`src/rtl/expr_sequencer_if.sv`:
```
// Token, result and ula-side signals of the RPN expression sequencer.
// The slave modport is the sequencer; the master modport is its environment.
interface expr_sequencer_if #(
  parameter int WIDTH = 16,
  parameter int DEPTH = 8
);
  localparam int DW = $clog2(DEPTH) + 1;

  logic             tok_valid;
  logic             tok_ready;
  logic [1:0]       tok_type;
  logic [WIDTH-1:0] tok_data;
  logic             res_valid;
  logic             res_ready;
  logic [WIDTH-1:0] res_data;
  logic             err;
  logic [DW-1:0]    depth;
  logic             ula_h;
  logic [WIDTH-1:0] ula_a;
  logic [WIDTH-1:0] ula_b;
  logic [WIDTH-1:0] ula_result;

  modport slave (
    input  tok_valid, tok_type, tok_data, res_ready, ula_result,
    output tok_ready, res_valid, res_data, err, depth, ula_h, ula_a, ula_b
  );

  modport master (
    output tok_valid, tok_type, tok_data, res_ready, ula_result,
    input  tok_ready, res_valid, res_data, err, depth, ula_h, ula_a, ula_b
  );
endinterface

```
`src/rtl/expr_sequencer.sv`:
```
// Postfix expression sequencer: keeps operands on a small stack and time-shares
// one external ula, one evaluation per OPER token.
module expr_sequencer #(
  parameter int WIDTH = 16,
  parameter int DEPTH = 8
) (
  input  logic             clk,
  input  logic             rst,
  expr_sequencer_if.slave  bus
);
  localparam int AW = $clog2(DEPTH);
  localparam int DW = AW + 1;

  localparam logic [1:0] T_PUSH  = 2'b00;
  localparam logic [1:0] T_OPER  = 2'b01;
  localparam logic [1:0] T_END   = 2'b10;
  localparam logic [1:0] T_CLEAR = 2'b11;

  typedef enum logic [1:0] {IDLE, EXEC, DONE, ERR} state_t;

  state_t           state_q, state_d;
  logic [DW-1:0]    depth_q, depth_d;
  logic             res_valid_q, res_valid_d;
  logic [WIDTH-1:0] res_data_q, res_data_d;
  logic             ula_h_q, ula_h_d;
  logic [WIDTH-1:0] ula_a_q, ula_a_d;
  logic [WIDTH-1:0] ula_b_q, ula_b_d;

  // Operand storage carries no reset; only depth_q defines which entries are live.
  logic [WIDTH-1:0] stack_q [DEPTH];
  logic             we;
  logic [AW-1:0]    waddr;
  logic [WIDTH-1:0] wdata;

  logic             tok_fire;
  logic [AW-1:0]    top_idx;
  logic [AW-1:0]    left_idx;

  assign bus.tok_ready = !rst && (state_q == IDLE || state_q == ERR);
  assign tok_fire      = bus.tok_valid && bus.tok_ready;
  assign top_idx       = AW'(depth_q - DW'(1));
  assign left_idx      = AW'(depth_q - DW'(2));

  assign bus.res_valid = res_valid_q;
  assign bus.res_data  = res_data_q;
  assign bus.err       = (state_q == ERR);
  assign bus.depth     = depth_q;
  assign bus.ula_h     = ula_h_q;
  assign bus.ula_a     = ula_a_q;
  assign bus.ula_b     = ula_b_q;

  always_comb begin
    state_d     = state_q;
    depth_d     = depth_q;
    res_valid_d = res_valid_q;
    res_data_d  = res_data_q;
    ula_h_d     = ula_h_q;
    ula_a_d     = ula_a_q;
    ula_b_d     = ula_b_q;
    we          = 1'b0;
    waddr       = depth_q[AW-1:0];
    wdata       = bus.tok_data;
    case (state_q)
      IDLE: begin
        if (tok_fire) begin
          case (bus.tok_type)
            T_PUSH: begin
              if (depth_q < DW'(DEPTH)) begin
                we      = 1'b1;
                depth_d = depth_q + DW'(1);
              end else begin
                state_d = ERR;
              end
            end
            T_OPER: begin
              if (depth_q >= DW'(2)) begin
                ula_a_d = stack_q[left_idx];
                ula_b_d = stack_q[top_idx];
                ula_h_d = bus.tok_data[0];
                state_d = EXEC;
              end else begin
                state_d = ERR;
              end
            end
            T_END: begin
              if (depth_q == DW'(1)) begin
                res_data_d  = stack_q[0];
                res_valid_d = 1'b1;
                state_d     = DONE;
              end else begin
                state_d = ERR;
              end
            end
            default: depth_d = '0;
          endcase
        end
      end
      EXEC: begin
        // Result replaces the left operand; the top entry is popped.
        we      = 1'b1;
        waddr   = left_idx;
        wdata   = bus.ula_result;
        depth_d = depth_q - DW'(1);
        state_d = IDLE;
      end
      DONE: begin
        if (bus.res_ready) begin
          res_valid_d = 1'b0;
          depth_d     = '0;
          state_d     = IDLE;
        end
      end
      default: begin
        if (tok_fire && bus.tok_type == T_CLEAR) begin
          depth_d = '0;
          state_d = IDLE;
        end
      end
    endcase
  end

  always_ff @(posedge clk or posedge rst) begin
    if (rst) begin
      state_q     <= IDLE;
      depth_q     <= '0;
      res_valid_q <= 1'b0;
      res_data_q  <= '0;
      ula_h_q     <= 1'b0;
      ula_a_q     <= '0;
      ula_b_q     <= '0;
    end else begin
      state_q     <= state_d;
      depth_q     <= depth_d;
      res_valid_q <= res_valid_d;
      res_data_q  <= res_data_d;
      ula_h_q     <= ula_h_d;
      ula_a_q     <= ula_a_d;
      ula_b_q     <= ula_b_d;
    end
  end

  always_ff @(posedge clk) begin
    if (we) stack_q[waddr] <= wdata;
  end
endmodule

```
`src/flat_wrapper.sv`:
```
// flat-port wrapper written by rule: the top's interface ports become plain ports
module expr_sequencer_flat 
#(
  parameter int WIDTH = 16,
  parameter int DEPTH = 8
)
  (clk, rst, bus_tok_valid, bus_tok_type, bus_tok_data, bus_res_ready, bus_ula_result, bus_tok_ready, bus_res_valid, bus_res_data, bus_err, bus_depth, bus_ula_h, bus_ula_a, bus_ula_b);
  expr_sequencer_if #(.WIDTH(WIDTH), .DEPTH(DEPTH)) bus_i ();
  input  logic clk;
  input  logic rst;
  input wire logic [$bits(bus_i.tok_valid)-1:0] bus_tok_valid;
  input wire logic [$bits(bus_i.tok_type)-1:0] bus_tok_type;
  input wire logic [$bits(bus_i.tok_data)-1:0] bus_tok_data;
  input wire logic [$bits(bus_i.res_ready)-1:0] bus_res_ready;
  input wire logic [$bits(bus_i.ula_result)-1:0] bus_ula_result;
  output wire logic [$bits(bus_i.tok_ready)-1:0] bus_tok_ready;
  output wire logic [$bits(bus_i.res_valid)-1:0] bus_res_valid;
  output wire logic [$bits(bus_i.res_data)-1:0] bus_res_data;
  output wire logic [$bits(bus_i.err)-1:0] bus_err;
  output wire logic [$bits(bus_i.depth)-1:0] bus_depth;
  output wire logic [$bits(bus_i.ula_h)-1:0] bus_ula_h;
  output wire logic [$bits(bus_i.ula_a)-1:0] bus_ula_a;
  output wire logic [$bits(bus_i.ula_b)-1:0] bus_ula_b;
  assign bus_i.tok_valid = bus_tok_valid;
  assign bus_i.tok_type = bus_tok_type;
  assign bus_i.tok_data = bus_tok_data;
  assign bus_i.res_ready = bus_res_ready;
  assign bus_i.ula_result = bus_ula_result;
  assign bus_tok_ready = bus_i.tok_ready;
  assign bus_res_valid = bus_i.res_valid;
  assign bus_res_data = bus_i.res_data;
  assign bus_err = bus_i.err;
  assign bus_depth = bus_i.depth;
  assign bus_ula_h = bus_i.ula_h;
  assign bus_ula_a = bus_i.ula_a;
  assign bus_ula_b = bus_i.ula_b;
  expr_sequencer #(.WIDTH(WIDTH), .DEPTH(DEPTH)) u_core (.clk(clk), .rst(rst), .bus(bus_i));
endmodule
```
`config.mk`:
```
export PLATFORM = sky130hd
export DESIGN_NAME = expr_sequencer_flat
export DESIGN_NICKNAME = d
export VERILOG_FILES = /design/src/rtl/expr_sequencer_if.sv /design/src/rtl/expr_sequencer.sv /design/src/flat_wrapper.sv
export SDC_FILE = /design/constraint.sdc
export NUM_CORES = 1
export LEC_CHECK = 0
export ABC_AREA = 1
export CAP_MARGIN = 25
export CORE_ASPECT_RATIO = 1.75
export CORE_MARGIN = 3
export CORE_UTILIZATION = 35
export DETAILED_ROUTE_END_ITERATION = 6
export PLACE_DENSITY_LB_ADDON = 0.3
export SLEW_MARGIN = 25
export SYNTH_ARGS = -nofsm -noshare
export SYNTH_HDL_FRONTEND = slang
export SYNTH_SLANG_ARGS = --single-unit
```
`constraint.sdc`:
```
create_clock -name clk -period 4.1 [get_ports clk]
set_input_delay 0.615 -clock clk [delete_from_list [all_inputs] [get_ports clk]]
set_output_delay 0.615 -clock clk [all_outputs]
set_load 0.005 [all_outputs]
```
Word level (Yosys, flattened, before mapping)
Memory sizes are Yosys's and may differ from the RTL's. A register that Yosys moved wholly into a read port is not among the register bits.
Cells that the tools add are included.
{ "totals": {"ff_bits": 8, "mem_bits_rw": 128, "in_bits": 38, "word_cells": 67, "n_memories": 1} }
{ "memory_table": {"columns": ["memory", "words", "width", "rd", "rd_ports_with_merged_regs", "wr", "line", "text"], "rows": [
  ["u_core.stack_q", 8, 16, 3, 3, 1, "expr_sequencer.sv:30", "logic [WIDTH-1:0] stack_q [DEPTH];"]
]} }
{ "classes": {"n_addsub": 3, "order_cmp": 2, "n_eq_ne": 15, "mux": 27, "reduce_logical": 15} }
{ "op_table": {"columns": ["cell", "count"], "rows": [
  ["$mux 16", 1],
  ["$mux 4", 4],
  ["$reduce_and 5->1", 3],
  ["$pmux 2 s3", 2],
  ["$pmux 4 s3", 1],
  ["$mux 1", 10],
  ["$mux 2", 5],
  ["$eq 2x2->1 const B", 4],
  ["$ne 2x2->1 const B", 4],
  ["$pmux 4 s2", 1],
  ["$reduce_and 4->1", 2],
  ["$ne 3x3->1 const B", 2],
  ["$add 4x1->4 const B", 1],
  ["$eq 2x1->1 const B", 2],
  ["$eq 4x1->1 const B", 1],
  ["$ge 4x2->1 const B", 1],
  ["$logic_not 2->1", 2],
  ["$lt 4x4->1 const B", 1],
  ["$ne 4x4->1 const B", 1],
  ["$pmux 1 s2", 2],
  ["$reduce_bool 4->1", 1],
  ["$sub 4x1->4 const B", 1],
  ["$logic_and 1x1->1", 3],
  ["$mux 3", 1],
  ["other kinds (6)", 6]
]} }

Logic depth before layout (Yosys ltp)
{ "logic_depth": {"depth_word": 8, "mapped_depth": 12} }

Worst setup path before layout
Ideal clock, no wire load.
{ "synth_timing": {"path_kind": "reg2reg", "startpoint": "reg u_core.depth_q[1] (netlist: u_core.bus.depth[1])", "endpoint": "mem u_core.stack_q[4][0] (enable)", "arrival_ps": 2862, "setup_slack_ps": 829, "stages_incl_launch_ff": 9, "n_path_buf": 3, "period_less_slack_ps": 3271, "path_cell_list": "dfrtp_1 > buf_2 > inv_1 > buf_2 > ha_1 > buf_2 > o21ai_0 > nand2_1 > nor3_1"} }
{ "synth_via": {"elab_chain_cells": 7} }
{ "synth_lines": {"columns": ["item", "line", "text"], "rows": [
  ["from (decl)", "expr_sequencer.sv:22", "logic [DW-1:0] depth_q, depth_d;"],
  ["from (signal assigned)", "expr_sequencer.sv:133", "depth_q <= depth_d;"],
  ["$lt 4x4->1", "expr_sequencer.sv:68", "if (depth_q < DW'(DEPTH)) begin"],
  ["$mux 1", "expr_sequencer.sv:68", null],
  ["$mux 1", "expr_sequencer.sv:66", "case (bus.tok_type)"],
  ["$mux 1", "expr_sequencer.sv:65", "if (tok_fire) begin"],
  ["$pmux 1 s2", "expr_sequencer.sv:63", "case (state_q)"],
  ["$mux 1", "expr_sequencer.sv:143", "if (we) stack_q[waddr] <= wdata;"],
  ["$mux 1 (not written as such)", "expr_sequencer.sv:143", null],
  ["to (decl)", "expr_sequencer.sv:30", null]
]} }
Parallel ways exist; a longest one is shown, timed or not.

Worst setup path after layout
{ "layout_timing": {"startpoint": "reg u_core.depth_q[0] (netlist: u_core.bus.depth[0])", "endpoint": "reg u_core.ula_b_q[2] (netlist: u_core.bus.ula_b[2]), read port of u_core.stack_q"} }
{ "layout_via": {"elab_chain_cells": 2} }
{ "layout_lines": {"columns": ["item", "line", "text"], "rows": [
  ["$ge 4x2->1", "expr_sequencer.sv:76", "if (depth_q >= DW'(2)) begin"],
  ["$reduce_and 4->1 (no line)", null, null],
  ["to (decl)", "expr_sequencer.sv:27", "logic [WIDTH-1:0] ula_b_q, ula_b_d;"]
]} }
Parallel ways exist; a longest one is shown, timed or not.
A chain may end at the register's enable or synchronous reset.

==> out/results.txt <==
Mapped cell area = 0.00942 mm2
CP max stage cell = dfrtp_4
DPL Wire Length = 16.5 mm
Fin crit period = 2850 ps
Register area = 0.00525 mm2
Core area = 0.0263 mm2
Global-route wire length before repair = 38.0 mm
1st-pass router iterations = 5
CP Cell Sequence = clkinv_2 -> ha_1 -> xor2_2 -> nand3_1 -> nand3_1 -> nand2_1
Hold_sp = u_core.bus.ula_a[8]$_DFFE_PP0P_
Die W = 130 um
Final setup fails = 0
H-tree Lvls = 4
Die area = 0.0290 mm2
CTS buffer count = 17
Most used DFF post-synth = edfxtp_1
Most frequent CP cell = nand3_1
Fin. max-slew vios = 0
Asr flop ratio synth = 30.4%
CP delay by family, top = flip-flops
Share of cells above drive strength 1 = 5.25%
Largest family of logic cells by synthesized area = simple AND/OR/NAND/NOR gates
GRT Overall Usage = 16.8%
Status = finished, final reports clean
Reg2reg start = u_core.bus.depth[0]$_DFFE_PP0P_
Setup Skew = 7.36 ps
Post-CTS resize count = 0
Maximum vdd drop = 0.491 mV
Final TNS setup = 0 ps
RD Place Congestion = 0.869
Total setup buffers inserted after CTS = 0
Synth Area in Adders = 1.99%
Setup repair after global routing missed its margin = no
Initial antenna violation count = 0
Critical R2R Capture = u_core.bus.ula_b[2]$_DFFE_PP0P_
EDFF count, synth = 128
WHS Endpoint = u_core.bus.ula_a[8]$_DFFE_PP0P_
Clock Path Buffers = 2
Final worst path period share = 69.4%
Hold Path Cell Cnt = 2
Crit-path max FO = 63
Yosys reg bits = 184
Buf/Inv on CP = 1
Worst hold path type = flip-flop to flip-flop
Clock sink total = 184
Post-CTS Hold Buffers = 0
IO buf count = 93
Multi-input logic area = 0.00335 mm2
Largest net degree at the start of global routing = 129
Ys Warns = 0
Pwr Density = 704 mW/mm2
Clock Latency Late Sink = 440 ps
Worst-Margin Slew = 1030 ps
Crit-path max cell delay = 860 ps
Die height = 223 um
Slew headroom = 31.1%
CTS tree = yes
CP required = 4430 ps
Compound-cell area share of the yosys netlist = 1.54%
First DRT Iteration DRCs = 584
Nets = 1258
Worst r2r path cells = 6
Simple-gate share of the synthesized area = 31.1%
Yosys cell types = 22
Row Count = 78
Critical path class = flip-flop to flip-flop
Root Buffer = clkbuf_16
Worst EP arrival = 3170 ps
Reg-to-reg slack, setup = 1250 ps
Crit start category = flip-flop
Fmax = 351 MHz
Detailed-route via count = 7562
Critical Path Sink Type = flip-flop
Routed len/inst = 15.7 um
DR vias/cell = 4.92
Final WL = 24.2 mm
Final ANT Viol Nets = 0
Proportion of synthesized area in mux cells = 0%
Top Ports = 94
FILL cells = 2578
Lkg Pwr = 5.14 nW
Number of global-route vias before repair = 7055
Hold Vio Cnt, Final = 0
XOR/XNOR Fraction of Synth Area = 0.531%
Antenna cells = 0
Area growth from synthesis to layout = 19.3%
Syn nets = 1190
# DRC = 0
Max-cap violations = 0
Total power = 7.91 mW
Register area share after synthesis = 55.7%
Post-Syn Area per Cell = 8.29 um2
Clock transition at path regs = 70 ps
Initial core utilization = 35.9%
Total gr overflow = 0
Gate Count Post-Synth = 1137
cell families (layout without fill, tap and decap cells):
kind of cell	Yosys count	count (layout)
simple gates	692	692
compound gates	29	29
flops	184	184
buf+inv	213	294
fa+ha+maj	15	15
xor+xnor	4	4
worst max-delay path by stage:
| stage | startpoint | to | slack (ps) | cells after the start |
|---|---|---|---|---|
| 3_5_place_dp | bus_tok_type[0] | u_core.stack_q[5][2]$_DFFE_PP_ | 950 | 8 |
| 5_1_grt | u_core.bus.depth[0]$_DFFE_PP0P_ | u_core.bus.ula_b[6]$_DFFE_PP0P_ | 1050 | 6 |
| 4_1_cts | u_core.bus.depth[2]$_DFFE_PP0P_ | u_core.stack_q[5][4]$_DFFE_PP_ | 1260 | 6 |
| 2_1_floorplan | u_core.bus.depth[1]$_DFFE_PP0P_ | u_core.stack_q[4][0]$_DFFE_PP_ | 830 | 8 |
| 6_report | u_core.bus.depth[0]$_DFFE_PP0P_ | u_core.bus.ula_b[2]$_DFFE_PP0P_ | 1250 | 6 |
| 3_3_place_gp | bus_tok_type[0] | u_core.stack_q[5][3]$_DFFE_PP_ | 1030 | 8 |
per-layer routing:
metal | GRT usage, % | share of wire [%]
met1 | 22.2 | 43
met2 | 27.5 | 49
met3 | 3.57 | 6.0
met4 | 5.47 | 1.8
met5 | 0 | 0
final cells by class:
class                           count  share of cell area [%]
Inverter                          151                    5.05
Multi-Input combinational cell    740                    29.8
Clock buffer                       18                    3.91
Sequential cell                   184                    46.7
Timing Repair Buffer              111                    9.51
Clock inverter                     14                    1.52
Tap cell                          320                    3.56
worst register-to-register path, cell delays in order (launching register included):
cell	delay, ps
dfrtp_4	860
clkinv_2	210
ha_1	340
xor2_2	830
nand3_1	270
nand3_1	160
nand2_1	60
report_power, final:
| group | internal [mW] | switching [mW] | total, mW |
|---|---|---|---|
| Clock | 0.980 | 0.714 | 1.69 |
| Sequential | 2.51 | 0.235 | 2.74 |
| Combinational | 1.24 | 2.23 | 3.47 |
| Total | 4.73 | 3.18 | 7.91 |
Yosys cell counts, types with 2 or more instances:
cell type	count	area, um2
nor2_1	17	63.8
xnor2_1	2	17.5
a21oi_1	9	45.0
nand2_1	431	1620
nor2_4	2	22.5
buf_2	46	230
buf_4	2	15.0
ha_1	15	188
o21ai_0	17	85.1
clkbuf_1	13	48.8
nand3_1	236	1180
o21ai_1	3	15.0
nor3_1	4	20.0
inv_2	2	7.51
edfxtp_1	128	3840
inv_1	149	559
dfrtp_1	56	1400
sequential cells by signal, summed over array words and instances (netlist names):
register / flops
u_core.bus.depth: 4
u_core.bus.res_valid: 1
u_core.bus.ula_h: 1
u_core.bus.ula_b: 16
u_core.bus.res_data: 16
u_core.stack_q: 128
u_core.state_q: 2
u_core.bus.ula_a: 16
per-stage QoR:
| stage | setup WS, ps | util (%) | instances | cell area (um2) | hold slack [ps] |
|---|---|---|---|---|---|
| global route | 1050 | 42.8 | 1538 | 11200 | 494 |
| CTS | 1260 | 42.8 | 1538 | 11200 | 487 |
| detailed placement | 951 | 40.5 | 1506 | 10600 | 468 |
| finish | 1250 | 42.8 | 1538 | 11200 | 479 |
| global placement | 1030 | 40.4 | 1506 | 10600 | 466 |
| floorplan | 829 | - | 1137 | 9420 | 464 |
cells in the final DEF, fill, tap and decap left out, types with 4 or more instances in the layout:
cell             synthesis  routed
nand3_1                236     236
ha_1                    15      15
nor3_2                   0       4
inv_1                  149     147
clkbuf_16                0      17
nand2_1                431     431
inv_6                    0       4
clkdlybuf4s50_1          0      93
dfrtp_1                 56      55
a21oi_1                  9       9
nor2_1                  17      17
o21ai_0                 17      17
edfxtp_1               128     128
buf_4                    2      17
Note: power is estimated with default switching activity, not from simulation.
